==> config.mk <==
export PLATFORM = sky130hd
export DESIGN_NAME = ecc_apb_sequencer_flat
export DESIGN_NICKNAME = d
export VERILOG_FILES = /design/src/rtl/ecc_apb_sequencer_if.sv /design/src/rtl/ecc_apb_sequencer.sv /design/src/flat_wrapper.sv
export SDC_FILE = /design/constraint.sdc
export NUM_CORES = 1
export LEC_CHECK = 0
export CAP_MARGIN = 20
export CORE_MARGIN = 2
export CORE_UTILIZATION = 42
export CTS_CLUSTER_DIAMETER = 150
export DETAILED_ROUTE_END_ITERATION = 8
export GPL_ROUTABILITY_DRIVEN = 0
export PLACE_DENSITY = 0.92
export SLEW_MARGIN = 15
export SYNTH_ARGS = -nofsm -noshare
export SYNTH_HDL_FRONTEND = slang
export SYNTH_SLANG_ARGS = --single-unit
==> constraint.sdc <==
create_clock -name clk -period 2.1 [get_ports clk]
set_clock_uncertainty 0.2 [all_clocks]
set_input_delay 0.42 -clock clk [delete_from_list [all_inputs] [get_ports clk]]
set_output_delay 0.42 -clock clk [all_outputs]
set_load 0.02 [all_outputs]
==> src/rtl/ecc_apb_sequencer_if.sv <==
// APB slave bus bundle for the ECC sequencer.
//
// Handshake: a transfer is offered when PSEL=1 and completes on the rising
// clk edge where PSEL=1, PENABLE=1 and PREADY=1. PRDATA and PSLVERR are only
// meaningful during that access phase.
//
// Signals: PADDR/PSEL/PENABLE/PWRITE/PWDATA driven by the master,
//          PRDATA/PREADY/PSLVERR driven by the slave.
interface ecc_apb_sequencer_if #(
    parameter int ADDR_W = 20,
    parameter int DATA_W = 32
);
    logic [ADDR_W-1:0] PADDR;
    logic              PSEL;
    logic              PENABLE;
    logic              PWRITE;
    logic [DATA_W-1:0] PWDATA;
    logic [DATA_W-1:0] PRDATA;
    logic              PREADY;
    logic              PSLVERR;

    modport master (
        output PADDR, PSEL, PENABLE, PWRITE, PWDATA,
        input  PRDATA, PREADY, PSLVERR
    );

    modport slave (
        input  PADDR, PSEL, PENABLE, PWRITE, PWDATA,
        output PRDATA, PREADY, PSLVERR
    );
endinterface

==> src/rtl/ecc_apb_sequencer.sv <==
// APB register file and single-operation sequencer in front of the ECC core.
//
// A legal CTRL write in IDLE launches one core operation:
//   IDLE -> LAUNCH (core_start) -> WAIT (until core_done or timeout)
//        -> DONE (operation_done) -> IDLE
//
// Register map (PADDR[4:2], other address bits ignored):
//   0 CTRL[1:0] RW        1 DATA_IN RW      2 CODEWORD_WIDTH[1:0] RW
//   3 NOISE RW            4 DATA_OUT RO     5 STATUS RO
//   6,7 unmapped          STATUS = {timeout, num_of_errors[1:0], busy}
//
// Ports:
//   clk, rst        clock and synchronous active-high reset
//   apb             APB slave bundle (PREADY tied 1, no wait states)
//   core_*          launch, operands and result of the ECC core
//   data_out, num_of_errors   latched result of the last completed operation
//   operation_done  one-cycle pulse in DONE
//   busy            state != IDLE
//   dbg_state       current FSM state encoding (IDLE=0 LAUNCH=1 WAIT=2 DONE=3)
//
// DATA_WIDTH must not exceed AMBA_WORD.
module ecc_apb_sequencer #(
    parameter int DATA_WIDTH      = 32,
    parameter int AMBA_ADDR_WIDTH = 20,
    parameter int AMBA_WORD       = 32,
    parameter int TIMEOUT_CYCLES  = 8
) (
    input  logic                  clk,
    input  logic                  rst,
    ecc_apb_sequencer_if.slave    apb,
    output logic                  core_start,
    output logic [1:0]            core_mode,
    output logic [1:0]            core_width,
    output logic [DATA_WIDTH-1:0] core_data_in,
    output logic [DATA_WIDTH-1:0] core_noise,
    input  logic                  core_done,
    input  logic [DATA_WIDTH-1:0] core_data_out,
    input  logic [1:0]            core_num_err,
    output logic [DATA_WIDTH-1:0] data_out,
    output logic                  operation_done,
    output logic [1:0]            num_of_errors,
    output logic                  busy,
    output logic [1:0]            dbg_state
);
    typedef enum logic [1:0] {
        S_IDLE   = 2'd0,
        S_LAUNCH = 2'd1,
        S_WAIT   = 2'd2,
        S_DONE   = 2'd3
    } state_t;

    localparam int CNT_W = $clog2(TIMEOUT_CYCLES);

    localparam logic [2:0] A_CTRL   = 3'd0;
    localparam logic [2:0] A_DATA   = 3'd1;
    localparam logic [2:0] A_WIDTH  = 3'd2;
    localparam logic [2:0] A_NOISE  = 3'd3;
    localparam logic [2:0] A_DOUT   = 3'd4;
    localparam logic [2:0] A_STATUS = 3'd5;

    state_t                state_q, state_d;
    logic [1:0]            ctrl_q, ctrl_d;
    logic [DATA_WIDTH-1:0] data_in_q, data_in_d;
    logic [1:0]            width_q, width_d;
    logic [DATA_WIDTH-1:0] noise_q, noise_d;
    logic [DATA_WIDTH-1:0] data_out_q, data_out_d;
    logic [1:0]            num_err_q, num_err_d;
    logic                  timeout_q, timeout_d;
    logic [CNT_W-1:0]      cnt_q, cnt_d;

    logic [AMBA_ADDR_WIDTH-1:0] paddr;
    logic [2:0]                 addr;
    logic                       access;
    logic                       wr;
    logic                       rd;
    logic                       wr_err;
    logic                       wr_ok;
    logic [AMBA_WORD-1:0]       rdata;
    logic                       unused_addr;

    assign paddr       = apb.PADDR;
    assign addr        = paddr[4:2];
    assign unused_addr = ^{paddr[AMBA_ADDR_WIDTH-1:5], paddr[1:0]};

    // Reset also forces the bus outputs quiet, so access is masked by rst.
    assign access = apb.PSEL & apb.PENABLE & ~rst;
    assign wr     = access & apb.PWRITE;
    assign rd     = access & ~apb.PWRITE;
    assign busy   = (state_q != S_IDLE);

    // Any write during an operation is refused so that the operands seen by
    // the core stay stable from LAUNCH through WAIT.
    always_comb begin
        wr_err = 1'b0;
        if (busy) begin
            wr_err = 1'b1;
        end else begin
            case (addr)
                A_CTRL:  wr_err = (apb.PWDATA[1:0] == 2'b11);
                A_DATA:  wr_err = 1'b0;
                A_WIDTH: wr_err = (apb.PWDATA[1:0] == 2'b11);
                A_NOISE: wr_err = 1'b0;
                default: wr_err = 1'b1;
            endcase
        end
    end

    assign wr_ok       = wr & ~wr_err;
    assign apb.PSLVERR = wr & wr_err;
    assign apb.PREADY  = 1'b1;

    always_comb begin
        rdata = '0;
        if (rd) begin
            case (addr)
                A_CTRL:   rdata = AMBA_WORD'(ctrl_q);
                A_DATA:   rdata = AMBA_WORD'(data_in_q);
                A_WIDTH:  rdata = AMBA_WORD'(width_q);
                A_NOISE:  rdata = AMBA_WORD'(noise_q);
                A_DOUT:   rdata = AMBA_WORD'(data_out_q);
                A_STATUS: rdata = AMBA_WORD'({timeout_q, num_err_q, busy});
                default:  rdata = '0;
            endcase
        end
    end

    assign apb.PRDATA = rdata;

    // Next-state and register update logic.
    always_comb begin
        state_d    = state_q;
        ctrl_d     = ctrl_q;
        data_in_d  = data_in_q;
        width_d    = width_q;
        noise_d    = noise_q;
        data_out_d = data_out_q;
        num_err_d  = num_err_q;
        timeout_d  = timeout_q;
        cnt_d      = cnt_q;

        // wr_ok can only be true in IDLE.
        if (wr_ok) begin
            case (addr)
                A_CTRL: begin
                    ctrl_d    = apb.PWDATA[1:0];
                    timeout_d = 1'b0;
                    state_d   = S_LAUNCH;
                end
                A_DATA:  data_in_d = apb.PWDATA[DATA_WIDTH-1:0];
                A_WIDTH: width_d   = apb.PWDATA[1:0];
                A_NOISE: noise_d   = apb.PWDATA[DATA_WIDTH-1:0];
                default: ;
            endcase
        end

        case (state_q)
            S_IDLE: ;
            S_LAUNCH: begin
                cnt_d   = '0;
                state_d = S_WAIT;
            end
            S_WAIT: begin
                // A result arriving in the last allowed cycle still wins
                // over the timeout.
                if (core_done) begin
                    data_out_d = core_data_out;
                    num_err_d  = core_num_err;
                    state_d    = S_DONE;
                end else if (cnt_q == CNT_W'(TIMEOUT_CYCLES - 1)) begin
                    timeout_d = 1'b1;
                    state_d   = S_DONE;
                end else begin
                    cnt_d = cnt_q + CNT_W'(1);
                end
            end
            S_DONE: state_d = S_IDLE;
            default: state_d = S_IDLE;
        endcase
    end

    always_ff @(posedge clk) begin
        if (rst) begin
            state_q    <= S_IDLE;
            ctrl_q     <= '0;
            data_in_q  <= '0;
            width_q    <= '0;
            noise_q    <= '0;
            data_out_q <= '0;
            num_err_q  <= '0;
            timeout_q  <= 1'b0;
            cnt_q      <= '0;
        end else begin
            state_q    <= state_d;
            ctrl_q     <= ctrl_d;
            data_in_q  <= data_in_d;
            width_q    <= width_d;
            noise_q    <= noise_d;
            data_out_q <= data_out_d;
            num_err_q  <= num_err_d;
            timeout_q  <= timeout_d;
            cnt_q      <= cnt_d;
        end
    end

    assign core_start     = (state_q == S_LAUNCH);
    assign operation_done = (state_q == S_DONE);
    assign core_mode      = ctrl_q;
    assign core_width     = width_q;
    assign core_data_in   = data_in_q;
    assign core_noise     = noise_q;
    assign data_out       = data_out_q;
    assign num_of_errors  = num_err_q;
    assign dbg_state      = state_q;
endmodule

==> src/flat_wrapper.sv <==
// flat-port wrapper written by rule: the top's interface ports become plain ports
module ecc_apb_sequencer_flat 
#(
    parameter int DATA_WIDTH      = 32,
    parameter int AMBA_ADDR_WIDTH = 20,
    parameter int AMBA_WORD       = 32,
    parameter int TIMEOUT_CYCLES  = 8
)
  (clk, rst, core_start, core_mode, core_width, core_data_in, core_noise, core_done, core_data_out, core_num_err, data_out, operation_done, num_of_errors, busy, dbg_state, apb_PADDR, apb_PSEL, apb_PENABLE, apb_PWRITE, apb_PWDATA, apb_PRDATA, apb_PREADY, apb_PSLVERR);
  ecc_apb_sequencer_if #(.ADDR_W(20), .DATA_W(32)) apb_i ();
  input  logic clk;
  input  logic rst;
  output logic core_start;
  output logic [1:0] core_mode;
  output logic [1:0] core_width;
  output logic [DATA_WIDTH-1:0] core_data_in;
  output logic [DATA_WIDTH-1:0] core_noise;
  input  logic core_done;
  input  logic [DATA_WIDTH-1:0] core_data_out;
  input  logic [1:0] core_num_err;
  output logic [DATA_WIDTH-1:0] data_out;
  output logic operation_done;
  output logic [1:0] num_of_errors;
  output logic busy;
  output logic [1:0] dbg_state;
  input wire logic [$bits(apb_i.PADDR)-1:0] apb_PADDR;
  input wire logic [$bits(apb_i.PSEL)-1:0] apb_PSEL;
  input wire logic [$bits(apb_i.PENABLE)-1:0] apb_PENABLE;
  input wire logic [$bits(apb_i.PWRITE)-1:0] apb_PWRITE;
  input wire logic [$bits(apb_i.PWDATA)-1:0] apb_PWDATA;
  output wire logic [$bits(apb_i.PRDATA)-1:0] apb_PRDATA;
  output wire logic [$bits(apb_i.PREADY)-1:0] apb_PREADY;
  output wire logic [$bits(apb_i.PSLVERR)-1:0] apb_PSLVERR;
  assign apb_i.PADDR = apb_PADDR;
  assign apb_i.PSEL = apb_PSEL;
  assign apb_i.PENABLE = apb_PENABLE;
  assign apb_i.PWRITE = apb_PWRITE;
  assign apb_i.PWDATA = apb_PWDATA;
  assign apb_PRDATA = apb_i.PRDATA;
  assign apb_PREADY = apb_i.PREADY;
  assign apb_PSLVERR = apb_i.PSLVERR;
  ecc_apb_sequencer #(.DATA_WIDTH(DATA_WIDTH), .AMBA_ADDR_WIDTH(AMBA_ADDR_WIDTH), .AMBA_WORD(AMBA_WORD), .TIMEOUT_CYCLES(TIMEOUT_CYCLES)) u_core (.clk(clk), .rst(rst), .apb(apb_i), .core_start(core_start), .core_mode(core_mode), .core_width(core_width), .core_data_in(core_data_in), .core_noise(core_noise), .core_done(core_done), .core_data_out(core_data_out), .core_num_err(core_num_err), .data_out(data_out), .operation_done(operation_done), .num_of_errors(num_of_errors), .busy(busy), .dbg_state(dbg_state));
endmodule
# After elaboration in Yosys (flattened, before gate mapping)
# Index checks and enable logic that the tools add are counted.
word_totals:
  word_cells: 59
  input_bits: 92
  ff_bits: 108
  output_inout_bits: 141
op_classes:
  eq_ne: 12
  bitwise_logic: 9
  muxes: 17
  addsub: 1
  reduce_logical: 11
ops:
  columns: ["cell", "n"]
  rows:
  - ["32-bit one-hot mux with 6 select lines", 1]
  - ["32-bit two-way mux", 1]
  - ["2-bit AND reduction", 5]
  - ["3-bit == test (second input constant)", 3]
  - ["2-bit two-way mux", 4]
  - ["1-bit AND", 6]
  - ["2-bit == test (second input constant)", 3]
  - ["3-bit by 2-bit == test with 1-bit output (second input constant)", 2]
  - ["1-bit two-way mux", 6]
  - ["3-bit two-way mux", 2]
  - ["2-bit one-hot mux with 3 select lines", 1]
  - ["3-bit one-hot mux with 2 select lines", 1]
  - ["2-bit inequality test (second input constant)", 2]
  - ["2-bit nonzero test", 2]
  - ["2-bit OR reduction", 2]
  - ["3-bit by 1-bit adder with 3-bit output (second input constant)", 1]
  - ["3-bit by 1-bit == test with 1-bit output (second input constant)", 1]
  - ["3-bit logical NOT", 1]
  - ["1-bit inverter", 3]
  - ["3-bit AND reduction", 1]
  - ["2-bit by 1-bit == test with 1-bit output (second input constant)", 1]
  - ["1-bit one-hot mux with 2 select lines", 1]

# Longest topological paths before layout
# Gate-level depths: netlist of the first run.
logic_depth:
  word_depth: 10
  ltp_mapped: 6
  mapped_depth_nobuf: 5

# Worst setup path after synthesis of the first run
# Ideal clock, no wire load.
synth_path:
  kind: "input to output"
  from: "in apb_PADDR[2]"
  to: "out apb_PRDATA[10]"
  t_arrival_ns: 1.620
  t_required_ns: 1.480
  slack_ns: -0.140
  path_stages: 5
  path_buffers: 2
  cell_sequence: "buf_2 > nor3b_2 > buf_2 > a22oi_1 > nor2_1"
synth_via:
  elab_chain_cells: 3
  elab_cells_between_ends: 8
  classes_between: "eq/ne (5); mux (2); reduce/logical (1)"
synth_lines:
  columns: ["item", "line_no", "text"]
  rows:
  - ["from (decl)", "flat_wrapper.sv:26", "input wire logic [$bits(apb_i.PADDR)-1:0] apb_PADDR;"]
  - ["3-bit == test, or another cell as far along", "ecc_apb_sequencer.sv:115", "case (addr)"]
  - ["32-bit one-hot mux with 6 select lines *", "ecc_apb_sequencer.sv:115", null]
  - ["32-bit two-way mux *", "ecc_apb_sequencer.sv:114", "if (rd) begin"]
  - ["to (decl)", "flat_wrapper.sv:31", "output wire logic [$bits(apb_i.PRDATA)-1:0] apb_PRDATA;"]
# Every way passes the cells marked *; elsewhere a longest branch is shown, timed or not.

# Worst setup path in the final report of the first run
layout_path:
  from: "reg u_core.num_err_q[0] (netlist: u_core.num_of_errors[0])"
  to: "out apb_PRDATA[1]"
layout_via:
  elab_chain_cells: 2
layout_lines:
  columns: ["item", "line_no", "text"]
  rows:
  - ["from (decl)", "ecc_apb_sequencer.sv:67", "logic [1:0] num_err_q, num_err_d;"]
  - ["from (signal assigned)", "ecc_apb_sequencer.sv:199", "num_err_q <= num_err_d;"]
  - ["32-bit one-hot mux with 6 select lines", "ecc_apb_sequencer.sv:115", null]
  - ["32-bit two-way mux", "ecc_apb_sequencer.sv:114", null]
# No other way between the ends.

==> results of run 1 <==
metrics by stage:
| stage | TNS [ns] | hold WS [ns] | area, um2 | power [mW] | setup WS [ns] |
|---|---|---|---|---|---|
| after global routing | -0.860 | 0.289 | 8410 | 4.43 | -0.0905 |
| after global placement | -45.66 | 0.258 | 7730 | 2.47 | -0.910 |
| after floorplan | 0 | 0.252 | 5160 | 2.25 | 0.0226 |
| final | -0.288 | 0.274 | 8410 | 4.29 | -0.0500 |
| after CTS | -0.433 | 0.275 | 8340 | 4.30 | -0.0694 |
| after detailed placement | -47.61 | 0.265 | 7730 | 2.47 | -0.940 |
logic make-up (layout without fill, tap and decap cells):
logic type / after synthesis / in the layout / share of synthesized area
DFF: 108 / 108 / 0.424
AOI/OAI and AO/OA: 79 / 79 / 0.0958
and+or+nand+nor: 238 / 238 / 0.211
muxes: 102 / 102 / 0.210
buffers and inverters: 53 / 292 / 0.0530
adders and majority gates: 2 / 2 / 0.00491
other: 1 / 1 / 0.000736
power breakdown:
group | internal, mW | leakage (nW) | total [mW] | switching, mW
clock | 1.04 | 0.148 | 1.81 | 0.765
sequential | 2.05 | 0.870 | 2.05 | 0.00291
combinational | 0.236 | 2.47 | 0.430 | 0.194
total | 3.33 | 3.49 | 4.29 | 0.961
what timing repair did:
item | 4_1_cts | 5_1_grt
gates cloned | 4 | 0
gates resized for setup | 246 | 23
pin swaps | 18 | 25
setup buffers | 7 | 0
endpoints found under the setup margin | 38 | 27
cells in the mapped netlist, types with 2 or more instances:
master / n
mux2i_1: 72
buf_2: 15
buf_6: 5
nand4_1: 2
nand2b_1: 4
buf_4: 4
nor2b_1: 2
and3b_1: 6
nand2_1: 173
o21ai_0: 3
nand3_1: 3
a22oi_1: 28
nor4b_1: 2
clkbuf_1: 24
nand4_4: 2
a21oi_1: 41
nor2_1: 28
ha_1: 2
nand3b_1: 2
dfxtp_1: 108
mux2_2: 29
nor3b_2: 2
inv_1: 4
and2_1: 3
cell usage in the layout, fill, tap and decap left out, drive strengths merged, types with 3 or more instances in the layout:
master / netlist / routed
nand4: 4 / 4
dfxtp: 108 / 108
nand2b: 4 / 4
clkdlybuf4s50: 0 / 169
nor2: 28 / 28
nor3b: 3 / 3
mux2: 29 / 29
and3b: 6 / 6
and2: 3 / 3
inv: 4 / 4
nand2: 173 / 173
a22oi: 28 / 28
nand3: 3 / 3
buf: 25 / 99
o21ai: 3 / 3
dlygate4sd2: 0 / 4
clkbuf: 24 / 9
mux2i: 72 / 72
a21oi: 41 / 41
layout make-up:
cell class              instances  area, um2  area share
multi-input cells             422       2910       0.346
clock buffers                   9        225      0.0268
clock inverters                 6       88.8      0.0106
flip-flops and latches        108       2160       0.257
well taps                     147        184      0.0219
repair buffers                273       2820       0.335
inverters                       4       16.3     0.00194
layer usage:
layer,up-vias,track usage,wire length (um)
met5,-,0,0
met3,25,0.0450,1130
met2,198,0.478,9190
met4,0,0.112,367
met1,2447,0.300,6730
li1,2451,-,-
flip-flops by register name, indices dropped and copies added, names as in the netlist:
| name | count |
|---|---|
| u_core.cnt_q | 3 |
| u_core.core_data_in | 32 |
| u_core.core_mode | 2 |
| u_core.core_noise | 32 |
| u_core.core_width | 2 |
| u_core.data_out | 32 |
| u_core.dbg_state | 2 |
| u_core.num_of_errors | 2 |
| u_core.timeout_q | 1 |
critical path: stages, from the launching register on:
cell and delay [ns]:
dfxtp_2 0.33, mux4_2 0.48, o2bb2ai_2 0.13, and2_4 0.13
buf_6 0.12
worst paths after layout:
check                                                           from                               to  cells past startpoint
worst max-delay path            u_core.num_of_errors[0]$_SDFFE_PP0P_                    apb_PRDATA[1]                      4
worst min-delay path                 u_core.data_out[8]$_SDFFE_PP0P_  u_core.data_out[8]$_SDFFE_PP0P_                      2
worst max register to register          u_core.cnt_q[0]$_SDFFE_PP0P_     u_core.cnt_q[1]$_SDFFE_PP0P_                      5
worst min register to register       u_core.data_out[8]$_SDFFE_PP0P_  u_core.data_out[8]$_SDFFE_PP0P_                      2
==> results.py, run 1 <==
metrics = {
    "detailed_routing": {
        "viasPerCell": 5.28,
        "ant_nets": 0,
        "dr.pass1.iters": 5,
        "post_drt_wl_per_cell_um": 18.0,
        "drt_iter0_markers": 292,
        "drt_wl_total_um": 17400,
        "route.detailed.drc": 0,
        "num_vias": 5121,
    },
    "cts": {
        "clock_latency_ns": 0.34,
        "clk_pin_slew_ns": 0.07,
        "clock-root-buffer": "clkbuf_16",
        "numCtsBuffers": 9,
        "cts.sinks": 108,
        "h-tree-depth": 3,
        "clockBufferDepth": 2,
        "tritoncts": "done",
        "cts_hold_buf": 0,
    },
    "global_routing": {
        "gr-total-overflow": 0,
        "grt_max_degree": 60,
        "antenna_found_initial": 0,
        "grt.total_usage": 0.262,
        "grt_pass1_wl_um": 26700,
        "first_global_vias": 5234,
    },
    "timing": {
        "rsz0062_at_grt": "yes",
        "period_needed_ns": 2.15,
        "finalCritPeriodShare": 1.02,
        "fmax_ghz": 0.465,
        "slew_headroom": 0.663,
        "worst_pin_slew_ns": 0.506,
        "layout_setup_ws_ns": -0.0500,
        "maxSlewViolCount": 0,
        "final-setup-viol-count": 10,
        "hold_viol_final": 0,
    },
    "floorplanning": {
        "rows": 40,
        "boundaryPins": 233,
        "core_mm2": 0.0119,
        "start_util": 0.428,
        "die_y_um": 114,
        "die-area_mm2": 0.0130,
        "die_w_um": 114,
    },
    "synthesis": {
        "synth_ff_type": "dfxtp_1",
        "ys_warn_count": 0,
        "synthCells": 583,
        "ys_ff_latch": 108,
        "synthTopCellsByArea": "dfxtp_1, mux2i_1, nand2_1, mux2_2, a22oi_1",
        "async_reset_ff_frac": 0,
        "synth_area_per_cell_um2": 8.74,
        "yosys.area.top_type": "dfxtp_1",
        "synth_nets": 677,
        "yosysTopAreaCellShare": 0.424,
        "ys_types": 43,
        "ys_seq_area_frac": 0.424,
        "syn-cell-area_mm2": 0.00509,
        "synth_edf_count": 0,
    },
    "pwr": {
        "p_leak_nw": 3.49,
        "powerDensity_mw_per_mm2": 510,
        "peakVddDrop_mv": 0.461,
    },
    "final_layout": {
        "fin_cells": 969,
        "area_delta_synth_final_pct": 65.0,
        "drive_above_1_share": 0.242,
        "final_util": 0.706,
        "finalNetCount": 912,
        "insertedDiodeCount": 0,
        "n_fill_cell": 842,
    },
    "job": {
        "maxCapViolCount": 0,
    },
    "setup_path": {
        "critPathRequiredTime_ns": 1.48,
        "r2r_slack_ns": 0.17,
        "cp.arrival_ns": 1.53,
        "crit_type": "reg -> out",
        "cp_max_fo": 2,
        "cp-end-kind": "output pin",
        "start_kind": "register",
    },
    "worst_hold_path": {
        "hold_class": "reg -> reg",
    },
    "run_status": {
        "status": "finished with violations",
        "failed_checks": "setup timing",
    },
    "place": {
        "dp_hpwl_um": 11800,
        "dpl.cell_count": 944,
        "io_buffers": 214,
    },
}
No activity file was read; power rests on OpenSTA's default activity.
==> run 2: changes to the inputs <==
--- a/config.mk
+++ b/config.mk
@@ -6,6 +6,7 @@
 export NUM_CORES = 1
 export LEC_CHECK = 0
 export CAP_MARGIN = 20
+export CORE_ASPECT_RATIO = 2
 export CORE_MARGIN = 2
 export CORE_UTILIZATION = 42
 export CTS_CLUSTER_DIAMETER = 150
==> run 2 against run 1 <==
Against the previous run:
- the run still ends with setup timing left
- sequential share of layout area down 0.31 points
- clock power down 9%
- sequential power about the same
- utilization up 0.48 points
- routed wire length up 10%
- largest cell class unchanged
- highest routed layer unchanged
==> results.py, run 2 (synthesized netlist as in run 1, its figures left out) <==
metrics = {
    "pwr": {
        "switching_power_mw": 1.01,
        "p_int_mw": 3.15,
        "power_frac_clock": 0.396,
        "powerDensity_mw_per_mm2": 489,
        "p_comb_frac": 0.111,
        "peakVddDrop_mv": 0.417,
        "seq_power_share": 0.493,
        "switching_share": 0.244,
        "p_leak_nw": 3.55,
    },
    "place": {
        "io_buffers": 214,
        "placed_cell_area_mm2": 0.00773,
        "dp_hpwl_um": 13000,
        "dpl.cell_count": 943,
    },
    "cts": {
        "clockBufferDepth": 2,
        "clock_latency_ns": 0.34,
        "tritoncts": "done",
        "h-tree-depth": 3,
        "numCtsBuffers": 9,
        "cts_hold_buf": 0,
        "cts.sinks": 108,
        "clk_pin_slew_ns": 0.07,
        "clock-root-buffer": "clkbuf_16",
    },
    "final_layout": {
        "final_cell_mix": "nand2_1, clkdlybuf4s50_1, dfxtp_1, mux2i_1, buf_4",
        "final_cell_area_mm2": 0.00851,
        "fin_cells": 975,
        "layout_commonest_cell": "nand2_1",
        "finalNetCount": 917,
        "area_delta_synth_final_pct": 67.1,
        "drive_above_1_share": 0.266,
        "insertedDiodeCount": 0,
    },
    "floorplanning": {
        "rows": 57,
        "die_w_um": 81.9,
        "core_mm2": 0.0120,
        "die-area_mm2": 0.0131,
        "boundaryPins": 233,
        "start_util": 0.425,
        "die_y_um": 160,
    },
    "detailed_routing": {
        "drt_wl_total_um": 19200,
        "num_vias": 5407,
        "viasPerCell": 5.55,
        "drt_iter0_markers": 230,
        "route.detailed.drc": 0,
        "post_drt_wl_per_cell_um": 19.7,
        "ant_nets": 0,
        "dr.pass1.iters": 4,
    },
    "worst_hold_path": {
        "hold_class": "reg -> reg",
    },
    "setup_path": {
        "crit_type": "reg -> out",
        "cp-end-kind": "output pin",
        "r2r_slack_ns": 0.14,
        "cp.arrival_ns": 1.56,
        "critPathRequiredTime_ns": 1.48,
        "cp_max_fo": 2,
        "start_kind": "register",
    },
    "global_routing": {
        "gr-total-overflow": 0,
        "grt.total_usage": 0.283,
        "grt_max_degree": 58,
        "antenna_found_initial": 0,
        "first_global_vias": 5691,
        "grt_pass1_wl_um": 28700,
    },
    "timing": {
        "hold_viol_final": 0,
        "layout_setup_ws_ns": -0.0799,
        "rsz0062_at_grt": "yes",
        "period_needed_ns": 2.18,
        "maxSlewViolCount": 0,
        "whs_ns": 0.273,
        "tns_ns": -0.285,
        "finalCritPeriodShare": 1.04,
        "slew_headroom": 0.661,
        "worst_pin_slew_ns": 0.509,
        "fmax_ghz": 0.459,
        "final-setup-viol-count": 9,
    },
    "job": {
        "maxCapViolCount": 0,
    },
    "run_status": {
        "status": "finished with violations",
        "failed_checks": "setup timing",
    },
}
[run 2: worst paths after layout]
kind / to / cells past startpoint / from
worst max-delay path: apb_PRDATA[1] / 4 / u_core.num_of_errors[0]$_SDFFE_PP0P_
worst min-delay path: u_core.core_data_in[14]$_SDFFE_PP0P_ / 2 / u_core.core_data_in[14]$_SDFFE_PP0P_
worst max register to register: u_core.cnt_q[0]$_SDFFE_PP0P_ / 5 / u_core.cnt_q[0]$_SDFFE_PP0P_
worst min register to register: u_core.core_data_in[14]$_SDFFE_PP0P_ / 2 / u_core.core_data_in[14]$_SDFFE_PP0P_
[run 2: through the flow]
| step | util | total power, mW | setup slack [ns] |
|---|---|---|---|
| CTS | 0.690 | 4.15 | -0.116 |
| global route | 0.710 | 4.29 | -0.117 |
| detailed placement | 0.645 | 2.47 | -0.991 |
| finish | 0.710 | 4.16 | -0.0799 |
| global placement | 0.645 | 2.46 | -0.955 |
| floorplan | - | 2.25 | 0.0226 |
[run 2: worst max-delay path: stages (launching register included)]
cell       delay [ns]
dfxtp_2          0.33
mux4_2           0.48
o2bb2ai_2        0.14
and2_4           0.14
buf_6            0.12
[run 2: area by class of cell]
class                      instances  area (um2)
inverter                           4        15.0
sequential                       108        2160
tap                              147         184
fill                             818        3470
clock inverter                     6        48.8
clock buffer                      10         239
timing repair buffer             278        2890
multi-input combinational        422        2970
[run 2: repair_timing]
item / 4_1_cts / 5_1_grt
resized for setup: 224 / 66
setup endpoints to repair: 59 / 35
gates cloned: 5 / 1
setup buffers: 6 / 6
pin swaps: 11 / 24
[run 2: routing by layer]
metal	part of all wire	global-route usage	up-vias
met1	0.35	0.311	2595
met2	0.52	0.486	305
met3	0.092	0.0842	51
li1	-	-	2456
met4	0.035	0.127	0
met5	0	0	-
[run 2: power by group through the flow]
stage	Sequential [mW]	Combinational, mW	Clock, mW
floorplan	2.10	0.143	0
global placement	2.10	0.361	0
detailed placement	2.10	0.370	0
CTS	2.05	0.427	1.67
global route	2.05	0.481	1.75
finish	2.05	0.462	1.65
